<file path="config.mk">
export PLATFORM = sky130hd
export DESIGN_NAME = banana_pixel_fetch
export DESIGN_NICKNAME = d
export VERILOG_FILES = /design/src/rtl/banana_pixel_fetch.sv
export SDC_FILE = /design/constraint.sdc
export NUM_CORES = 1
export LEC_CHECK = 0
export ABC_CLOCK_PERIOD_IN_PS = 5400
export BUFFER_PORTS_ARGS = -buffer_cell sky130_fd_sc_hd__buf_4
export CORE_MARGIN = 8
export CORE_UTILIZATION = 47
export CTS_BUF_LIST = sky130_fd_sc_hd__clkbuf_4 sky130_fd_sc_hd__clkbuf_8 sky130_fd_sc_hd__clkbuf_16
export DETAILED_ROUTE_END_ITERATION = 10
export PLACE_DENSITY = 0.78
export SLEW_MARGIN = 20
export SYNTH_ARGS = -nofsm -noshare
export SYNTH_HDL_FRONTEND = slang
export SYNTH_SLANG_ARGS = --single-unit
export TNS_END_PERCENT = 30
</file>
<file path="constraint.sdc">
create_clock -name Clk -period 5.4 [get_ports Clk]
set_input_delay 1.08 -clock Clk [delete_from_list [all_inputs] [get_ports Clk]]
set_output_delay 1.08 -clock Clk [all_outputs]
set_load 0.01 [all_outputs]
</file>
<file path="src/rtl/banana_pixel_fetch.sv">
// banana_pixel_fetch
// Consumer end of the banana sprite address path. Selects the banana that
// covers the current pixel, issues one sprite-ROM read and returns the colour
// index two cycles later (fully pipelined, one pixel per cycle). Also owns the
// banana animation frame counter and the collection flags / score.
// Optional build macro: BANANA_RESPAWN_EN -- once every banana is collected,
// all bananas re-arm after RESPAWN_FRAMES frame_start pulses (score is kept).
module banana_pixel_fetch #(
   parameter int NUM_BANANAS    = 5,
   parameter int FRAMES         = 8,
   parameter int FRAME_DIV      = 4,
   parameter int PIX_W          = 5,
   parameter int RESPAWN_FRAMES = 120
) (
   input  logic                      Clk,
   input  logic                      Reset,
   input  logic                      frame_start,
   input  logic [15:0]               X,
   input  logic [9:0]                DrawX,
   input  logic [9:0]                DrawY,
   input  logic                      pix_valid,
   input  logic [19*NUM_BANANAS-1:0] addr_in,
   output logic [18:0]               framenum,
   output logic [18:0]               rom_addr,
   input  logic [PIX_W-1:0]          rom_data,
   input  logic [15:0]               kong_left,
   input  logic [15:0]               kong_right,
   input  logic [9:0]                kong_top,
   input  logic [9:0]                kong_bottom,
   output logic                      banana_on,
   output logic [PIX_W-1:0]          banana_color,
   output logic                      pix_valid_out,
   output logic [NUM_BANANAS-1:0]    collected,
   output logic [7:0]                banana_count,
   output logic                      collect_pulse
);

   // ------------------------------------------------------------------
   // Constants
   // ------------------------------------------------------------------
   localparam int FN_W  = (FRAMES    > 1) ? $clog2(FRAMES)    : 1;
   localparam int DIV_W = (FRAME_DIV > 1) ? $clog2(FRAME_DIV) : 1;

   localparam logic [FN_W-1:0]  FN_LAST  = FN_W'(FRAMES - 32'sd1);
   localparam logic [FN_W-1:0]  FN_ONE   = FN_W'(32'sd1);
   localparam logic [DIV_W-1:0] DIV_LAST = DIV_W'(FRAME_DIV - 32'sd1);
   localparam logic [DIV_W-1:0] DIV_ONE  = DIV_W'(32'sd1);

   // Banana anchors (top-left corner of each 32x32 box); the table is fixed
   // for five bananas. Index 0 is the rightmost element of each packed table.
   localparam logic [4:0][16:0] BX_TAB = {17'd2562, 17'd2099, 17'd1500, 17'd1335, 17'd943};
   localparam logic [4:0][9:0]  BY_TAB = {10'd336,  10'd286,  10'd270,  10'd270,  10'd255};

`ifdef BANANA_RESPAWN_EN
   localparam int RSP_W = $clog2(RESPAWN_FRAMES + 1);
   localparam logic [RSP_W-1:0] RSP_LAST = RSP_W'(RESPAWN_FRAMES - 32'sd1);
   localparam logic [RSP_W-1:0] RSP_ONE  = RSP_W'(32'sd1);
`endif

   // ------------------------------------------------------------------
   // Helper functions
   // ------------------------------------------------------------------
   // Pixel (world column px, screen row py) inside the 32x32 box at (bx, by).
   function automatic logic in_box(input logic [16:0] px, input logic [9:0] py,
                                   input logic [16:0] bx, input logic [9:0] by);
      in_box = (px >= bx) && (px < (bx + 17'd32)) &&
               (py >= by) && (py < (by + 10'd32));
   endfunction

   // Inclusive Kong box intersects the inclusive 32x32 banana box at (bx, by).
   function automatic logic box_overlap(input logic [16:0] kl, input logic [16:0] kr,
                                        input logic [9:0]  kt, input logic [9:0]  kb,
                                        input logic [16:0] bx, input logic [9:0]  by);
      box_overlap = (kl <= (bx + 17'd31)) && (kr >= bx) &&
                    (kt <= (by + 10'd31)) && (kb >= by);
   endfunction

   // Number of set bits in a per-banana vector.
   function automatic logic [7:0] popcount(input logic [NUM_BANANAS-1:0] v);
      logic [7:0] c;
      c = 8'd0;
      for (int k = 0; k < NUM_BANANAS; k++) begin
         c = c + {7'd0, v[k]};
      end
      popcount = c;
   endfunction

   // Score addition that sticks at 255 instead of wrapping.
   function automatic logic [7:0] sat_add8(input logic [7:0] a, input logic [7:0] b);
      logic [8:0] sum;
      sum = {1'b0, a} + {1'b0, b};
      if (sum[8]) begin
         sat_add8 = 8'hFF;
      end else begin
         sat_add8 = sum[7:0];
      end
   endfunction

   // ------------------------------------------------------------------
   // State
   // ------------------------------------------------------------------
   logic [18:0]            rom_addr_q,      rom_addr_d;
   logic                   s0_hit_q,        s0_hit_d;
   logic                   s0_valid_q,      s0_valid_d;
   logic                   banana_on_q,     banana_on_d;
   logic [PIX_W-1:0]       banana_color_q,  banana_color_d;
   logic                   pix_valid_out_q, pix_valid_out_d;
   logic [DIV_W-1:0]       div_q,           div_d;
   logic [FN_W-1:0]        frame_q,         frame_d;
   logic [NUM_BANANAS-1:0] collected_q,     collected_d;
   logic [7:0]             count_q,         count_d;
   logic                   pulse_q,         pulse_d;
`ifdef BANANA_RESPAWN_EN
   logic [RSP_W-1:0]       respawn_q,       respawn_d;
`endif

   // World column is 17 bits so a large scroll offset never wraps into a banana.
   logic [16:0]            wx_s;
   logic [NUM_BANANAS-1:0] hit_vec_s;
   logic [NUM_BANANAS-1:0] overlap_s;
   logic [NUM_BANANAS-1:0] newly_s;
   logic [18:0]            win_addr_s;
   logic                   any_hit_s;

   assign wx_s = {1'b0, X} + {7'd0, DrawX};

   // Per-banana pixel hit (against the pre-update collected flags) and Kong overlap.
   genvar gi;
   for (gi = 0; gi < NUM_BANANAS; gi++) begin : g_banana
      assign hit_vec_s[gi] = pix_valid && !collected_q[gi] &&
                             in_box(wx_s, DrawY, BX_TAB[gi], BY_TAB[gi]);
      assign overlap_s[gi] = box_overlap({1'b0, kong_left}, {1'b0, kong_right},
                                         kong_top, kong_bottom,
                                         BX_TAB[gi], BY_TAB[gi]);
   end

   assign newly_s = ~collected_q & overlap_s;

   // Priority select: scanning from the top index down lets the lowest index win.
   always_comb begin
      win_addr_s = rom_addr_q;
      any_hit_s  = 1'b0;
      for (int k = NUM_BANANAS - 1; k >= 0; k--) begin
         if (hit_vec_s[k]) begin
            win_addr_s = addr_in[19*k +: 19];
            any_hit_s  = 1'b1;
         end else begin
            win_addr_s = win_addr_s;
            any_hit_s  = any_hit_s;
         end
      end
   end

   // Next state for the two pixel stages: address issue, then colour capture.
   always_comb begin
      rom_addr_d      = win_addr_s;
      s0_hit_d        = any_hit_s;
      s0_valid_d      = pix_valid;
      banana_on_d     = s0_hit_q && (rom_data != {PIX_W{1'b0}});
      pix_valid_out_d = s0_valid_q;
      if (s0_hit_q) begin
         banana_color_d = rom_data;
      end else begin
         banana_color_d = {PIX_W{1'b0}};
      end
   end

   // Next state for the animation divider and frame number.
   always_comb begin
      div_d   = div_q;
      frame_d = frame_q;
      if (frame_start) begin
         if (div_q == DIV_LAST) begin
            div_d = {DIV_W{1'b0}};
            if (frame_q == FN_LAST) begin
               frame_d = {FN_W{1'b0}};
            end else begin
               frame_d = frame_q + FN_ONE;
            end
         end else begin
            div_d = div_q + DIV_ONE;
         end
      end else begin
         div_d   = div_q;
         frame_d = frame_q;
      end
   end

   // Next state for collection flags, score, pulse and (optionally) respawn timer.
   always_comb begin
      collected_d = collected_q;
      count_d     = count_q;
      pulse_d     = 1'b0;
      if (frame_start) begin
         collected_d = collected_q | newly_s;
         count_d     = sat_add8(count_q, popcount(newly_s));
         pulse_d     = |newly_s;
      end else begin
         collected_d = collected_q;
         count_d     = count_q;
      end
`ifdef BANANA_RESPAWN_EN
      respawn_d = respawn_q;
      if (&collected_q) begin
         if (frame_start) begin
            if (respawn_q == RSP_LAST) begin
               collected_d = {NUM_BANANAS{1'b0}};
               respawn_d   = {RSP_W{1'b0}};
            end else begin
               respawn_d = respawn_q + RSP_ONE;
            end
         end else begin
            respawn_d = respawn_q;
         end
      end else begin
         respawn_d = {RSP_W{1'b0}};
      end
`endif
   end

   // Pixel pipeline registers; reset drops any pixel in flight.
   always_ff @(posedge Clk) begin
      if (!Reset) begin
         rom_addr_q      <= 19'd0;
         s0_hit_q        <= 1'b0;
         s0_valid_q      <= 1'b0;
         banana_on_q     <= 1'b0;
         banana_color_q  <= {PIX_W{1'b0}};
         pix_valid_out_q <= 1'b0;
      end else begin
         rom_addr_q      <= rom_addr_d;
         s0_hit_q        <= s0_hit_d;
         s0_valid_q      <= s0_valid_d;
         banana_on_q     <= banana_on_d;
         banana_color_q  <= banana_color_d;
         pix_valid_out_q <= pix_valid_out_d;
      end
   end

   // Animation registers.
   always_ff @(posedge Clk) begin
      if (!Reset) begin
         div_q   <= {DIV_W{1'b0}};
         frame_q <= {FN_W{1'b0}};
      end else begin
         div_q   <= div_d;
         frame_q <= frame_d;
      end
   end

   // Collection registers.
   always_ff @(posedge Clk) begin
      if (!Reset) begin
         collected_q <= {NUM_BANANAS{1'b0}};
         count_q     <= 8'd0;
         pulse_q     <= 1'b0;
      end else begin
         collected_q <= collected_d;
         count_q     <= count_d;
         pulse_q     <= pulse_d;
      end
   end

`ifdef BANANA_RESPAWN_EN
   // Respawn timer register.
   always_ff @(posedge Clk) begin
      if (!Reset) begin
         respawn_q <= {RSP_W{1'b0}};
      end else begin
         respawn_q <= respawn_d;
      end
   end
`endif

   assign rom_addr      = rom_addr_q;
   assign banana_on     = banana_on_q;
   assign banana_color  = banana_color_q;
   assign pix_valid_out = pix_valid_out_q;
   assign framenum      = {{(19-FN_W){1'b0}}, frame_q};
   assign collected     = collected_q;
   assign banana_count  = count_q;
   assign collect_pulse = pulse_q;

endmodule

</file>
==> run metrics <==
clock sink count 47; PostCTS Resize Cnt 0; critical path fanouts, max 6; Post-Syn Instances ~630; Pwr per Cell Area roughly 140 nW/um2; post-synth top area share 18.8%; via count approximately 5.8k; DR iter-0 viols between 400 and 500; RSZ-0062 raised after global routing false; hpwl dp ~15 mm; highest metal used met4; Die W ~120 um; total of max-cap violations 0; setup TNS 0 ns; total routed wirelength between 15 and 20 mm; routed len/inst 18.6 um; commonest cells in the synthesized netlist 58 x nor2_1, 48 x nand2_1, 47 x dfxtp_1; Die H 119 um; worst endpoint required time 5.56 ns; fraction of layout cells with a size suffix above 1 ~35%; I/O pins ~250; worst skew pair latency about 0.3 ns; largest net degree at the start of global routing 39; initial antenna violation count 0; crit end category register; vias in the first global route 5745; # Post-CTS Setup Buffers 0; Synth area leaders dfxtp_1 19%, nor2_1 4.4%, ha_1 4.3%; Die ar. roughly 14000 um2; met2 wire length roughly 9 mm; final hold violation count 0; First-pass DRT Iterations 5; crit path time final 4.92 ns; layout net count between 1k and 1.5k; Crit Path Class primary input to register; GRT overflow 0; setup violators final 0; CP Launch Point kong_left[15]; fmax 0.203 GHz; Final Worst Setup Slack about 0.48 ns; met3 WL post-DR 1.25 mm; Hold Buf Count CTS 0; port bufs approximately 230; # diodes 0; reg2reg start collected[2]; Synth-to-Final Area Change 35.9%; via/cell ratio 5.93; GRT Overall Usage 23.9%; Final Max Slew Viols 0; M1 WL ~7.5 mm; first-pass GRT wire length between 20 and 30 mm; Initial Util about 48%; area leader, netlist dfxtp_1; Post-synth top flop dfxtp_1; clk buf depth 2; synthesized area 5000 um2; Tot Pwr 0.000922 W; Hold Startpoint pix_valid_out_d; Worst Path Arrival ~5.1 ns; TritonCTS clock tree yes; Worst-path clk slew 0.09 ns; root buf cell clkbuf_8; core box area about 10000 um2; Placer Congestion 0.922; CTS Buf Count 5; Post-DRT Antenna Nets 0; period utilization approximately nine tenths; Max-slew headroom around a third; Cell Rows 37; yosys warns 0; async set or reset register ratio after synthesis 0%; DRC viols 0; count leader, synth nor2_1; status finished, final reports clean; Post-Place Worst Slack around 0.20 ns; synthesis-stage register bit count between 40 and 50; Hold Crit Class register to register; Leak Pwr around 2.9 nW; final setup skew 0.0132 ns; number of flops mapped to enable cells by yosys 0; Avg Cell Area, Syn between 7 and 8 um2; VDD IR max roughly 0.00012 V; htree depth 2; synth unique cells just over 80; critical path launch point type primary input; Seq/Total Area, Yosys a little under a fifth; Worst-Margin Slew 0.975 ns
-- sequential cells by signal, indices dropped and copies added, names as in the netlist, 2 cells and up --
name	flops
rom_addr	19
banana_count	8
banana_color	5
collected	5
frame_q	3
div_q	2
-- worst paths after layout --
check,slack (ns),to,cells past startpoint
max,0.48,banana_count[6],17
min,0.45,pix_valid_out,1
max reg2reg,2.25,banana_count[6],11
min reg2reg,0.45,pix_valid_out,1
-- worst max-delay path, stage by stage --
cell and delay, ns:
buf_4 0.10, or4_1 0.59, nor2_1 0.22, nand3_1 0.11, nor3_1 0.17, o311ai_0 0.19
nor2_1 0.22, fa_1 0.48, fa_1 0.55, ha_1 0.16, inv_1 0.05, fa_1 0.40
nor2b_1 0.14, o211a_1 0.24, nand3_1 0.10, nor3b_1 0.19, nor3_1 0.07
-- cells by family after synthesis --
| family | synth area share, % |
|---|---|
| DFF | 18.8 |
| other | 0.0750 |
| xor gates and xnor gates | 1.93 |
| adders and majority gates | 5.85 |
| AOI/OAI and AO/OA | 33.0 |
| buffers and inverters | 7.16 |
| and+or+nand+nor | 31.7 |
| muxes | 1.43 |
-- layout make-up --
class | instances | area, um2
Clock buffer | 5 | 68.8
Clock inverter | 3 | 23.8
Fill cell | 919 | 3530
Inverter | 11 | 41.3
Multi-Input combinational cell | 541 | 3760
Sequential cell | 47 | 941
Tap cell | 136 | 170
Timing Repair Buffer | 238 | 1790
-- report_power, final --
| group | internal (W) | leakage, nW | switching, W |
|---|---|---|---|
| Combinational | 0.000177 | 2.47 | 0.000175 |
| Clock | 0.0000927 | 0.0408 | 0.000125 |
| Sequential | 0.000349 | 0.379 | 0.00000206 |
| Total | 0.000619 | 2.89 | 0.000302 |
-- placed cells by master (no fill, tap or decap), types with 10 or more instances in the layout --
master / synthesis / layout
buf_4: 20 / 238
nor2_1: 58 / 58
nand2_1: 48 / 48
dfxtp_1: 47 / 47
o21ai_0: 41 / 41
a21oi_1: 38 / 38
or3_1: 23 / 23
o211ai_1: 23 / 23
nor3_1: 22 / 22
nand3_1: 20 / 20
ha_1: 17 / 17
conb_1: 1 / 16
nor2b_1: 14 / 14
a311oi_1: 11 / 11
and3_1: 11 / 11
nor3_2: 11 / 11
inv_1: 10 / 10
a22o_4: 10 / 10
a311oi_2: 10 / 10
-- per-layer routing --
layer	track usage, %	up-vias
met2	42.2	255
met4	7.04	0
li1	-	2818
met1	29.1	2719
met3	4.06	25
met5	0	-
-- metrics by stage --
stage / hold slack, ns / cells / util, % / instance area, um2
floorplan: 0.412 / 648 / - / 5060
global placement: 0.427 / 973 / 64.9 / 6700
detailed placement: 0.424 / 973 / 64.9 / 6700
CTS: 0.449 / 981 / 65.8 / 6800
global route: 0.454 / 981 / 65.8 / 6800
finish: 0.447 / 981 / 65.8 / 6800
No activity file was read; power rests on OpenSTA's default activity.
